File: src/rtl/crossing_phase_scheduler.sv
// crossing_phase_scheduler
// Intersection-level controller: main road rests on green, and pedestrian
// buttons and a side-road car sensor compete for it. Every yield runs
// MY -> AR1 -> SGN -> SY -> AR2 -> MG. The pedestrian walk/flash sequence
// runs inside SGN when a pedestrian request was captured on entry to SGN.
// Lamps decode only from registered state, so inputs never reach a lamp
// combinationally.
module crossing_phase_scheduler #(
    parameter int MIN_GREEN  = 10,
    parameter int YELLOW     = 2,
    parameter int ALL_RED    = 1,
    parameter int SIDE_GREEN = 6,
    parameter int WALK       = 4,
    parameter int FLASH      = 4,
    parameter int CW         = 5
) (
    input  logic clk,
    input  logic reset,
    input  logic NB,
    input  logic SB,
    input  logic side_car,
    output logic TR,
    output logic TY,
    output logic TG,
    output logic SR,
    output logic SY,
    output logic SG,
    output logic PR,
    output logic PG,
    output logic pend_ped,
    output logic pend_side
);

    typedef enum logic [2:0] {
        ST_MG  = 3'd0,
        ST_MY  = 3'd1,
        ST_AR1 = 3'd2,
        ST_SGN = 3'd3,
        ST_SY  = 3'd4,
        ST_AR2 = 3'd5
    } state_e;

    // A served pedestrian stretches side green to fit the whole walk/flash.
    localparam int PED_DUR = (WALK + FLASH > SIDE_GREEN) ? (WALK + FLASH) : SIDE_GREEN;

    localparam logic [CW-1:0] CNT_ZERO     = '0;
    localparam logic [CW-1:0] CNT_ONE      = CW'(1);
    localparam logic [CW-1:0] MG_LAST      = CW'(MIN_GREEN - 1);
    localparam logic [CW-1:0] Y_LAST       = CW'(YELLOW - 1);
    localparam logic [CW-1:0] AR_LAST      = CW'(ALL_RED - 1);
    localparam logic [CW-1:0] SG_LAST      = CW'(SIDE_GREEN - 1);
    localparam logic [CW-1:0] SG_PED_LAST  = CW'(PED_DUR - 1);
    localparam logic [CW-1:0] WALK_END     = CW'(WALK);
    localparam logic [CW-1:0] FLASH_END    = CW'(WALK + FLASH);

    state_e        state_q, state_d;
    logic [CW-1:0] cnt_q, cnt_d;
    logic          btn_p_q, btn_p_d;
    logic          ped_req_q, ped_req_d;
    logic          side_req_q, side_req_d;
    logic          serve_ped_q, serve_ped_d;

    logic          btn_s;
    logic          enter_sgn_s;
    logic [CW-1:0] flash_off_s;

    assign btn_s       = NB | SB;
    assign flash_off_s = cnt_q - WALK_END;

    // Next-state selection for the phase sequence.
    always_comb begin
        state_d = state_q;
        case (state_q)
            ST_MG: begin
                if ((cnt_q == MG_LAST) && (ped_req_q || side_req_q)) begin
                    state_d = ST_MY;
                end else begin
                    state_d = ST_MG;
                end
            end
            ST_MY: begin
                if (cnt_q == Y_LAST) state_d = ST_AR1;
                else                 state_d = ST_MY;
            end
            ST_AR1: begin
                if (cnt_q == AR_LAST) state_d = ST_SGN;
                else                  state_d = ST_AR1;
            end
            ST_SGN: begin
                if (cnt_q == (serve_ped_q ? SG_PED_LAST : SG_LAST)) state_d = ST_SY;
                else                                                 state_d = ST_SGN;
            end
            ST_SY: begin
                if (cnt_q == Y_LAST) state_d = ST_AR2;
                else                 state_d = ST_SY;
            end
            ST_AR2: begin
                if (cnt_q == AR_LAST) state_d = ST_MG;
                else                  state_d = ST_AR2;
            end
            default: state_d = ST_MG;
        endcase
    end

    // Phase counter, request latches and pedestrian-service capture.
    always_comb begin
        enter_sgn_s = (state_q == ST_AR1) && (state_d == ST_SGN);
        if (state_d != state_q) begin
            cnt_d = CNT_ZERO;
        end else if ((state_q == ST_MG) && (cnt_q == MG_LAST)) begin
            cnt_d = cnt_q;
        end else begin
            cnt_d = cnt_q + CNT_ONE;
        end
        btn_p_d     = btn_s;
        // Set terms are ORed last so a set on the clearing edge wins.
        ped_req_d   = (ped_req_q & ~enter_sgn_s) | (btn_s & ~btn_p_q);
        side_req_d  = (side_req_q & ~enter_sgn_s) | (side_car & (state_q != ST_SGN));
        if (enter_sgn_s) begin
            serve_ped_d = ped_req_q;
        end else begin
            serve_ped_d = serve_ped_q;
        end
    end

    // State register with synchronous reset.
    always_ff @(posedge clk) begin
        if (reset) begin
            state_q     <= ST_MG;
            cnt_q       <= CNT_ZERO;
            btn_p_q     <= 1'b0;
            ped_req_q   <= 1'b0;
            side_req_q  <= 1'b0;
            serve_ped_q <= 1'b0;
        end else begin
            state_q     <= state_d;
            cnt_q       <= cnt_d;
            btn_p_q     <= btn_p_d;
            ped_req_q   <= ped_req_d;
            side_req_q  <= side_req_d;
            serve_ped_q <= serve_ped_d;
        end
    end

    // Lamp decode from registered state, counter and serve flag.
    always_comb begin
        TR = 1'b0; TY = 1'b0; TG = 1'b0;
        SR = 1'b0; SY = 1'b0; SG = 1'b0;
        PR = 1'b1; PG = 1'b0;
        case (state_q)
            ST_MG:  begin TG = 1'b1; SR = 1'b1; end
            ST_MY:  begin TY = 1'b1; SR = 1'b1; end
            ST_AR1: begin TR = 1'b1; SR = 1'b1; end
            ST_SGN: begin TR = 1'b1; SG = 1'b1; end
            ST_SY:  begin TR = 1'b1; SY = 1'b1; end
            ST_AR2: begin TR = 1'b1; SR = 1'b1; end
            default: begin TG = 1'b1; SR = 1'b1; end
        endcase
        if ((state_q == ST_SGN) && serve_ped_q) begin
            if (cnt_q < WALK_END) begin
                PR = 1'b0;
                PG = 1'b1;
            end else if (cnt_q < FLASH_END) begin
                PR = 1'b0;
                PG = ~flash_off_s[0];
            end else begin
                PR = 1'b1;
                PG = 1'b0;
            end
        end else begin
            PR = 1'b1;
            PG = 1'b0;
        end
    end

    assign pend_ped  = ped_req_q;
    assign pend_side = side_req_q;

endmodule

File: config.mk
export PLATFORM = sky130hd
export DESIGN_NAME = crossing_phase_scheduler
export DESIGN_NICKNAME = d
export VERILOG_FILES = /design/src/rtl/crossing_phase_scheduler.sv
export SDC_FILE = /design/constraint.sdc
export NUM_CORES = 1
export LEC_CHECK = 0
export BUFFER_PORTS_ARGS = -buffer_cell sky130_fd_sc_hd__buf_4
export CORE_MARGIN = 3
export CORE_UTILIZATION = 40
export DETAILED_ROUTE_END_ITERATION = 7
export SYNTH_ARGS = -nofsm -noshare
export SYNTH_HDL_FRONTEND = slang
export SYNTH_SLANG_ARGS = --single-unit
export TNS_END_PERCENT = 30
File: constraint.sdc
create_clock -name clk -period 1.4 [get_ports clk]
set_input_delay 0.28 -clock clk [delete_from_list [all_inputs] [get_ports clk]]
set_output_delay 0.28 -clock clk [all_outputs]
set_load 0.02 [all_outputs]
* Word level (Yosys, flattened, before mapping)
Cells that the tools add are included.
W data, S select, Z words.
** Cells by class
- Add/sub/neg operators :: 2
- Magnitude comparators :: 2
- Mux-type cells :: 20
- Equal/unequal tests :: 11
- Bitwise operators :: 10
- Reduce and logical (&&, ||, !) cells :: 11
** Operator list (count)
- $pmux W3 S6 :: 1
- $mux W1 :: 15
- $eq A3 B2 Y1 const B :: 3
- $eq A3 B3 Y1 const B :: 2
- $mux W3 :: 2
- $add A5 B1 Y5 const B :: 1
- $eq A5 B1 Y1 const B :: 1
- $eq A5 B3 Y1 :: 1
- $eq A5 B4 Y1 const B :: 1
- $logic_not A5 Y1 :: 1
- $lt A5 B3 Y1 const B :: 1
- $lt A5 B4 Y1 const B :: 1
- $reduce_or A5 Y1 :: 1
- $and A1 B1 Y1 :: 4
- $logic_and A1 B1 Y1 :: 4
- $mux W2 :: 2
- $reduce_or A2 Y1 :: 2
- $reduce_or A4 Y1 :: 1
- $eq A3 B1 Y1 const B :: 1
- $logic_not A3 Y1 :: 1
- $ne A3 B2 Y1 const B :: 1
- $ne A3 B3 Y1 :: 1
- $not A1 Y1 :: 3
- $or A1 B1 Y1 :: 3
- other kinds (2) :: 2
** Storage, ports and cells
- Bits in registers :: 12
- Output and inout bits :: 10
- Input bits :: 5

* Depth between registers and ports, before layout
Gate-level depths: netlist (run 1).
- Depth in word-level cells :: 9
- Depth in mapped cells :: 6
- Mapped depth without buffers :: 6

* Least setup slack after synthesis (run 1)
No wires, ideal clock.
- Kind :: reg2out
- From :: reg state_q[1]
- To :: out PG
- Stages on the path, launching flop included :: 7
- Slack :: -511 ps
- Arrival time :: 1631 ps
- Required time :: 1120 ps
- Cell sequence :: dfxtp_1 -> buf_2 -> and2b_1 -> nand2_1 -> inv_1 -> nand3_1 -> a21oi_1
** Between the ends
- Word-level cells in the longest chain between the ends :: 3
** Ends and longest elaborated chain
- start: declaration :: line 56 : state_e state_q, state_d;
- start signal: assignment :: line 136 : state_q <= state_d;
- $eq A3 B2 Y1 :: line 159 : if ((state_q == ST_SGN) && serve_ped_q) begin
- $logic_and A1 B1 Y1 :: line 159
- $mux W1 :: line 159
- end: declaration :: line 29 : output logic PG,
Every way passes these cells.

* Worst setup path after layout (run 1)
- From :: reg state_q[2]
- To :: out PG
Same word-level chain as after synthesis.

==> results of run 1 <==
final timing paths:
check | endpoint | from | cells after the start
worst max register to register | cnt_q[4]$_SDFFE_PP0N_ | cnt_q[1]$_SDFFE_PP0N_ | 6
worst min register to register | pend_ped$_SDFF_PP0_ | btn_p_q$_SDFF_PP0_ | 1
worst min-delay path | btn_p_q$_SDFF_PP0_ | NB | 3
worst max-delay path | PG | state_q[2]$_SDFF_PP0_ | 6
critical path: stages, from the launching register on:
cell	delay, ps
dfxtp_2	330
and2b_1	220
nand2_2	80
inv_2	90
nand3_4	70
a21oi_4	110
buf_6	130
cell type report:
class,count,area (sq um)
Multi-Input combinational cell,66,597
Fill cell,157,573
Timing Repair Buffer,38,312
Sequential cell,12,256
Clock buffer,4,36.3
Tap cell,25,31.3
Inverter,4,15.0
kinds of logic after synthesis:
logic type / synth area share (%)
xor+xnor: 5.35
mux: 3.82
buf+inv: 6.73
simple gates: 28.6
compound gates: 21.6
fa+ha+maj: 4.59
flops: 29.4
power groups by stage:
stage                     registers (uW)  clock network, uW  logic [uW]
after global routing                 516                299        1190
after global placement               472                  0         953
after detailed placement             479                  0         962
after CTS                            477                283         995
after floorplan                      485                  0         601
final                                503                274        1100
routing by layer:
metal	up-vias	wire, um	GRT usage [%]
met5	-	0	0
met4	0	16	7.86
met3	2	71	2.62
met2	16	960	27.3
met1	353	1000	22.9
li1	384	-	-
per-stage QoR:
| step | power [uW] | utilization (%) |
|---|---|---|
| finish | 1870 | 68.5 |
| global route | 2010 | 68.5 |
| floorplan | 1090 | - |
| global placement | 1420 | 60.1 |
| detailed placement | 1440 | 60.1 |
| CTS | 1760 | 64.3 |
repair_timing:
action,4_1_cts,5_1_grt
endpoints found under the setup margin,14,19
setup buffers,2,2
pin swaps,4,6
resized for setup,10,16
synthesized netlist by cell type:
cell type | count | share of area [%]
and2b_1 | 1 | 0.92
a21oi_1 | 8 | 4.9
a31oi_1 | 1 | 0.77
xor2_1 | 3 | 3.2
and2_1 | 1 | 0.77
mux2i_1 | 2 | 2.4
o21ai_1 | 1 | 0.61
xnor2_1 | 2 | 2.1
and4bb_4 | 1 | 2.0
a21oi_2 | 1 | 1.1
ha_1 | 3 | 4.6
nand4_1 | 1 | 0.77
o2bb2ai_1 | 1 | 1.1
a2bb2oi_1 | 1 | 1.1
nor2b_1 | 4 | 3.1
nand2_1 | 2 | 0.92
nor4b_4 | 2 | 5.8
nor3b_2 | 1 | 1.5
dfxtp_1 | 12 | 29
clkbuf_1 | 2 | 0.92
o21a_1 | 1 | 0.92
nand4b_1 | 1 | 1.1
buf_2 | 2 | 1.2
nor2_2 | 1 | 0.77
a22oi_1 | 2 | 1.8
nand3_1 | 4 | 2.4
a21boi_4 | 1 | 2.3
a311oi_1 | 1 | 1.1
nor2_1 | 10 | 4.6
inv_1 | 4 | 1.8
nor3_1 | 2 | 1.2
o311ai_4 | 1 | 3.2
mux2_2 | 1 | 1.4
o221ai_2 | 1 | 1.8
buf_6 | 2 | 2.8
nand3b_1 | 3 | 2.8
o31ai_1 | 1 | 0.92
registers in the layout, indices dropped and copies added (netlist names):
name and flops:
btn_p_q 1, state_q 3, pend_side 1, serve_ped_q 1, pend_ped 1, cnt_q 5
==> reports/results.tsv, run 1 <==
stage	metric	value	unit
power	power_leakage	0.000527	uW
synth	ys_types	37	
worst_hold_path	hold_class	input port to flip-flop	
floorplan	die_area	2620	sq um
critical_path	crit_fanout	3	
power	clkPwrFrac	14.6	%
global_route	track_usage	17.2	%
status	violations	negative setup slack	
global_route	grt_pass1_wl	3.34	mm
clock_tree	numCtsBuffers	3	
global_route	grt_pass1_vias	742	
timing	hold_slack	233	ps
floorplan	design.core.area	1820	sq um
synth	yosys_warnings	0	
cells_and_area	layout_commonest_cell	buf_4	
timing	finalCritPeriodShare	113	%
route	vias	755	
clock_tree	clockBufferDepth	2	
timing	period_needed	1590	ps
critical_path	startpoint_type	flip-flop	
cells_and_area	drive_above_1_share	56.5	%
critical_path	cp.required	1120	ps
global_route	antenna_found_initial	0	
critical_path	critical_path_class	flip-flop to output port	
route	vias_per_cell	5.07	
cells_and_area	layout.cells.non_filler	149	
place	io_buffers	14	
timing	max_freq	630	MHz
timing	worst_slack	-187	ps
timing	final-max-slew-violation-count	0	
floorplan	die_height	51.2	um
critical_path	end_kind	output port	
route	drtIter0Drc	8	
status	status	finished with violations	
power	sw_frac_of_total	38.4	%
timing	slew_headroom	76.1	%
route	drc	0	
job	cap_violations	0	
global_route	grt_max_degree	12	
synth	synth_nets	96	
cells_and_area	nets	133	
cells_and_area	antenna_cells	0	
clock_tree	clk-insertion-delay-late	270	ps
clock_tree	cts_hold_buf	0	
synth	synth_area	818	sq um
floorplan	io_pins	15	
route	postRouteAntennaNets	0	
clock_tree	cts_tree	done	
cells_and_area	most-common-layout-cells	buf_4 (32), nor2_1 (8), a21oi_1 (6)	
cells_and_area	area_growth	52.4	%
cells_and_area	fin_area	1250	sq um
timing	rsz0062_at_grt	true	
place	dp_hpwl	1.55	mm
timing	skew	0.464	ps
critical_path	worstPathArrival	1310	ps
floorplan	start_util	44.9	%
floorplan	die_w	51.2	um
timing	finalHoldViolCount	0	
route	drtPass1Iterations	4	
place	place_ws	-89.4	ps
clock_tree	clock_sinks	12	
place	place_inst	141	
place	globalplace.congestion	0.778	
place	postPlaceCellArea	1090	sq um
synth	ys_seq_area_share	29.4	%
synth	synth_seq_cells	12	
floorplan	fp-row-count	15	
power	power_frac_seq	26.9	%
power	power.density	1500	nW/um^2
timing	worst_pin_slew	357	ps
synth	syn_inst	88	
power	comb_power_share	58.5	%
global_route	grt_overflow	0	
timing	finalSetupViolations	14	
power	vdd_drop_max	0.836	mV
route	routed_wl	2.05	mm
clock_tree	cts_root_buf	clkbuf_4	
power	internal_power	1150	uW
timing	finalSetupTns	-1420	ps
clock_tree	path_clk_slew	80	ps
critical_path	r2r_slack	-140	ps
power	switchingPower	720	uW
synth	avgSynthCellArea	9.30	sq um
clock_tree	cts_max_level	1	
route	wl_per_cell	13.8	um
Power figures use the tool's default switching activity.
==> run 2: changes to the inputs <==
REMOVE_ABC_BUFFERS = 1   (was default)
==> run 2 against run 1 <==
Against the previous run: the flow still finishes with violations (negative setup slack); sequential share of layout area decreased by 1.5 points; worst hold slack got worse by 24 ps; first-iteration DRC count rose by 38%; setup slack worse by 28 ps; critical endpoint is now PR.
==> reports/results.tsv, run 2 (same netlist as run 1, synthesis figures left out) <==
stage	metric	value	unit	change
status	status	finished with violations		unchanged
status	violations	negative setup slack		unchanged
timing	slew_headroom	76.5	%	was 76.1%
floorplan	fp-row-count	15		unchanged
critical_path	slowest_stage	dfxtp_2		unchanged
cells_and_area	reg.largest.list	cnt_q (5), state_q (3)		unchanged
global_route	grt_pass1_vias	830		was 742
global_route	grt_pass1_wl	3.52	mm	was 3.34 mm
clock_tree	clk-insertion-delay-late	280	ps	was 270 ps
route	drtIter0Drc	11		was 8
route	top_layer	met4		unchanged
timing	max_freq	619	MHz	was 630 MHz
cells_and_area	most-common-layout-cells	buf_4 (30), buf_6 (12), nor2_1 (7), dfxtp_2 (7), a21oi_1 (6)		was buf_4 (32), nor2_1 (8), a21oi_1 (6)
critical_path	critical_path_class	flip-flop to output port		unchanged
place	postPlaceCellArea	1080	sq um	was 1090 sq um
power	vdd_drop_max	0.867	mV	was 0.836 mV
global_route	grt_overflow	0		unchanged
clock_tree	cts_tree	done		unchanged
timing	finalCritPeriodShare	115	%	was 113%
critical_path	cp.required	1120	ps	about the same
cells_and_area	nets	137		was 133
place	dp_hpwl	1.52	mm	was 1.55 mm
route	drc	0		unchanged
job	cap_violations	0		unchanged
route	wl_met2	1.09	mm	was 960 um
timing	finalSetupViolations	14		unchanged
clock_tree	clockBufferDepth	2		unchanged
place	globalplace.congestion	0.853		was 0.778
timing	finalHoldViolCount	0		unchanged
critical_path	cp_cell_sequence	and2b_1 -> nand2_2 -> inv_2 -> nand3_4 -> buf_4 -> buf_6		was and2b_1 -> nand2_2 -> inv_2 -> nand3_4 -> a21oi_4 -> buf_6
critical_path	worstPathArrival	1340	ps	was 1310 ps
floorplan	die_area	2620	sq um	unchanged
route	wl_met1	989	um	was 1.00 mm
critical_path	crit_fanout	3		unchanged
cells_and_area	layout_commonest_cell	buf_4		unchanged
global_route	track_usage	17.9	%	was 17.2%
worst_hold_path	hold_class	input port to flip-flop		unchanged
clock_tree	cts_max_level	1		unchanged
route	vias_per_cell	5.18		was 5.07
cells_and_area	fin_area	1330	sq um	was 1250 sq um
critical_path	crit_family	simple AND/OR/NAND/NOR gates		unchanged
clock_tree	path_clk_slew	90	ps	was 80 ps
floorplan	design.core.area	1820	sq um	unchanged
power	power.density	1500	nW/um^2	about the same
route	vias	792		was 755
power	power_leakage	0.000561	uW	was 0.000527 uW
floorplan	io_pins	15		unchanged
cells_and_area	top_register	cnt_q		unchanged
floorplan	die_w	51.2	um	unchanged
cells_and_area	final_util	72.9	%	was 68.5%
route	drtPass1Iterations	4		unchanged
route	wl_met3	77	um	was 71 um
cells_and_area	area_growth	62.2	%	was 52.4%
timing	hold_slack	208	ps	was 233 ps
clock_tree	cts_hold_buf	0		unchanged
clock_tree	cts_root_buf	clkbuf_4		unchanged
critical_path	startpoint_type	flip-flop		unchanged
timing	final-max-slew-violation-count	0		unchanged
place	place_inst	143		was 141
floorplan	start_util	44.9	%	unchanged
cells_and_area	largest_register_ffs	5		unchanged
clock_tree	numCtsBuffers	3		unchanged
route	wl_per_cell	14.4	um	was 13.8 um
timing	worst_slack	-216	ps	was -187 ps
place	io_buffers	14		unchanged
critical_path	critPathBufInv	3		was 2
global_route	grt_max_degree	12		unchanged
timing	worst_pin_slew	352	ps	was 357 ps
route	routed_wl	2.20	mm	was 2.05 mm
critical_path	critical_path.max_stage_delay	340	ps	was 330 ps
cells_and_area	drive_above_1_share	62.5	%	was 56.5%
cells_and_area	layout.cells.non_filler	153		was 149
timing	rsz0062_at_grt	true		unchanged
global_route	antenna_found_initial	0		unchanged
clock_tree	clock_sinks	12		unchanged
timing	skew	16.8	ps	was 0.464 ps
floorplan	die_height	51.2	um	unchanged
timing	finalSetupTns	-1790	ps	was -1420 ps
timing	period_needed	1620	ps	was 1590 ps
critical_path	end_kind	output port		unchanged
route	postRouteAntennaNets	0		unchanged
cells_and_area	antenna_cells	0		unchanged
run 2: changes by cell type in the layout (fill, tap and decap cells not counted), moves of 2 or more:
cell,before,now
buf_6,5,12
dfxtp_2,4,7
buf_4,32,30
dfxtp_4,3,1
run 2: repair_timing:
item | CTS | global route
pin swaps | 6 | 5
endpoints found under the setup margin | 14 | 18
buffers inserted | 3 | 3
resized for setup | 24 | 21
run 2: layout make-up:
type / count / area [sq um]
multi-input cells: 66 / 632
fillers: 145 / 493
repair buffers: 42 / 360
flip-flops and latches: 12 / 253
clock buffers: 4 / 36.3
well taps: 25 / 31.3
inverters: 4 / 15.0
run 2: path summary, 6_finish.rpt:
| path | startpoint | endpoint | slack, ps | depth (start not counted) |
|---|---|---|---|---|
| setup / recovery | state_q[2]$_SDFF_PP0_ | PR | -220 | 6 |
| hold / removal | NB | btn_p_q$_SDFF_PP0_ | 210 | 3 |
| setup reg to reg | state_q[2]$_SDFF_PP0_ | cnt_q[0]$_SDFFE_PP0N_ | -130 | 7 |
| hold reg to reg | btn_p_q$_SDFF_PP0_ | pend_ped$_SDFF_PP0_ | 430 | 1 |
run 2: worst register-to-register path, cell delays in order (launching register included):
cell and delay [ps]:
dfxtp_2 340, buf_6 130, buf_6 110, nor3b_4 220
nand4b_1 200, buf_4 200, xnor2_1 130, a21oi_1 60
run 2: through the flow:
| step | setup slack (ps) | total power, uW |
|---|---|---|
| 5_1_grt | -285 | 2130 |
| 2_1_floorplan | -523 | 1030 |
| 6_report | -216 | 1990 |
| 3_3_place_gp | -59.6 | 1410 |
| 4_1_cts | -209 | 1810 |
| 3_5_place_dp | -78.1 | 1420 |
run 2: power by group:
| part | switching, uW | leakage, uW | internal, uW |
|---|---|---|---|
| sequential | 77.0 | 0.000102 | 418 |
| combinational | 553 | 0.000438 | 664 |
| clock | 123 | 0.0000210 | 158 |
run 2: routing by layer:
layer	GRT usage, %	vias up
li1	-	393
met1	21.8	370
met2	29.8	23
met3	3.21	6
met4	9.61	0
met5	0	-
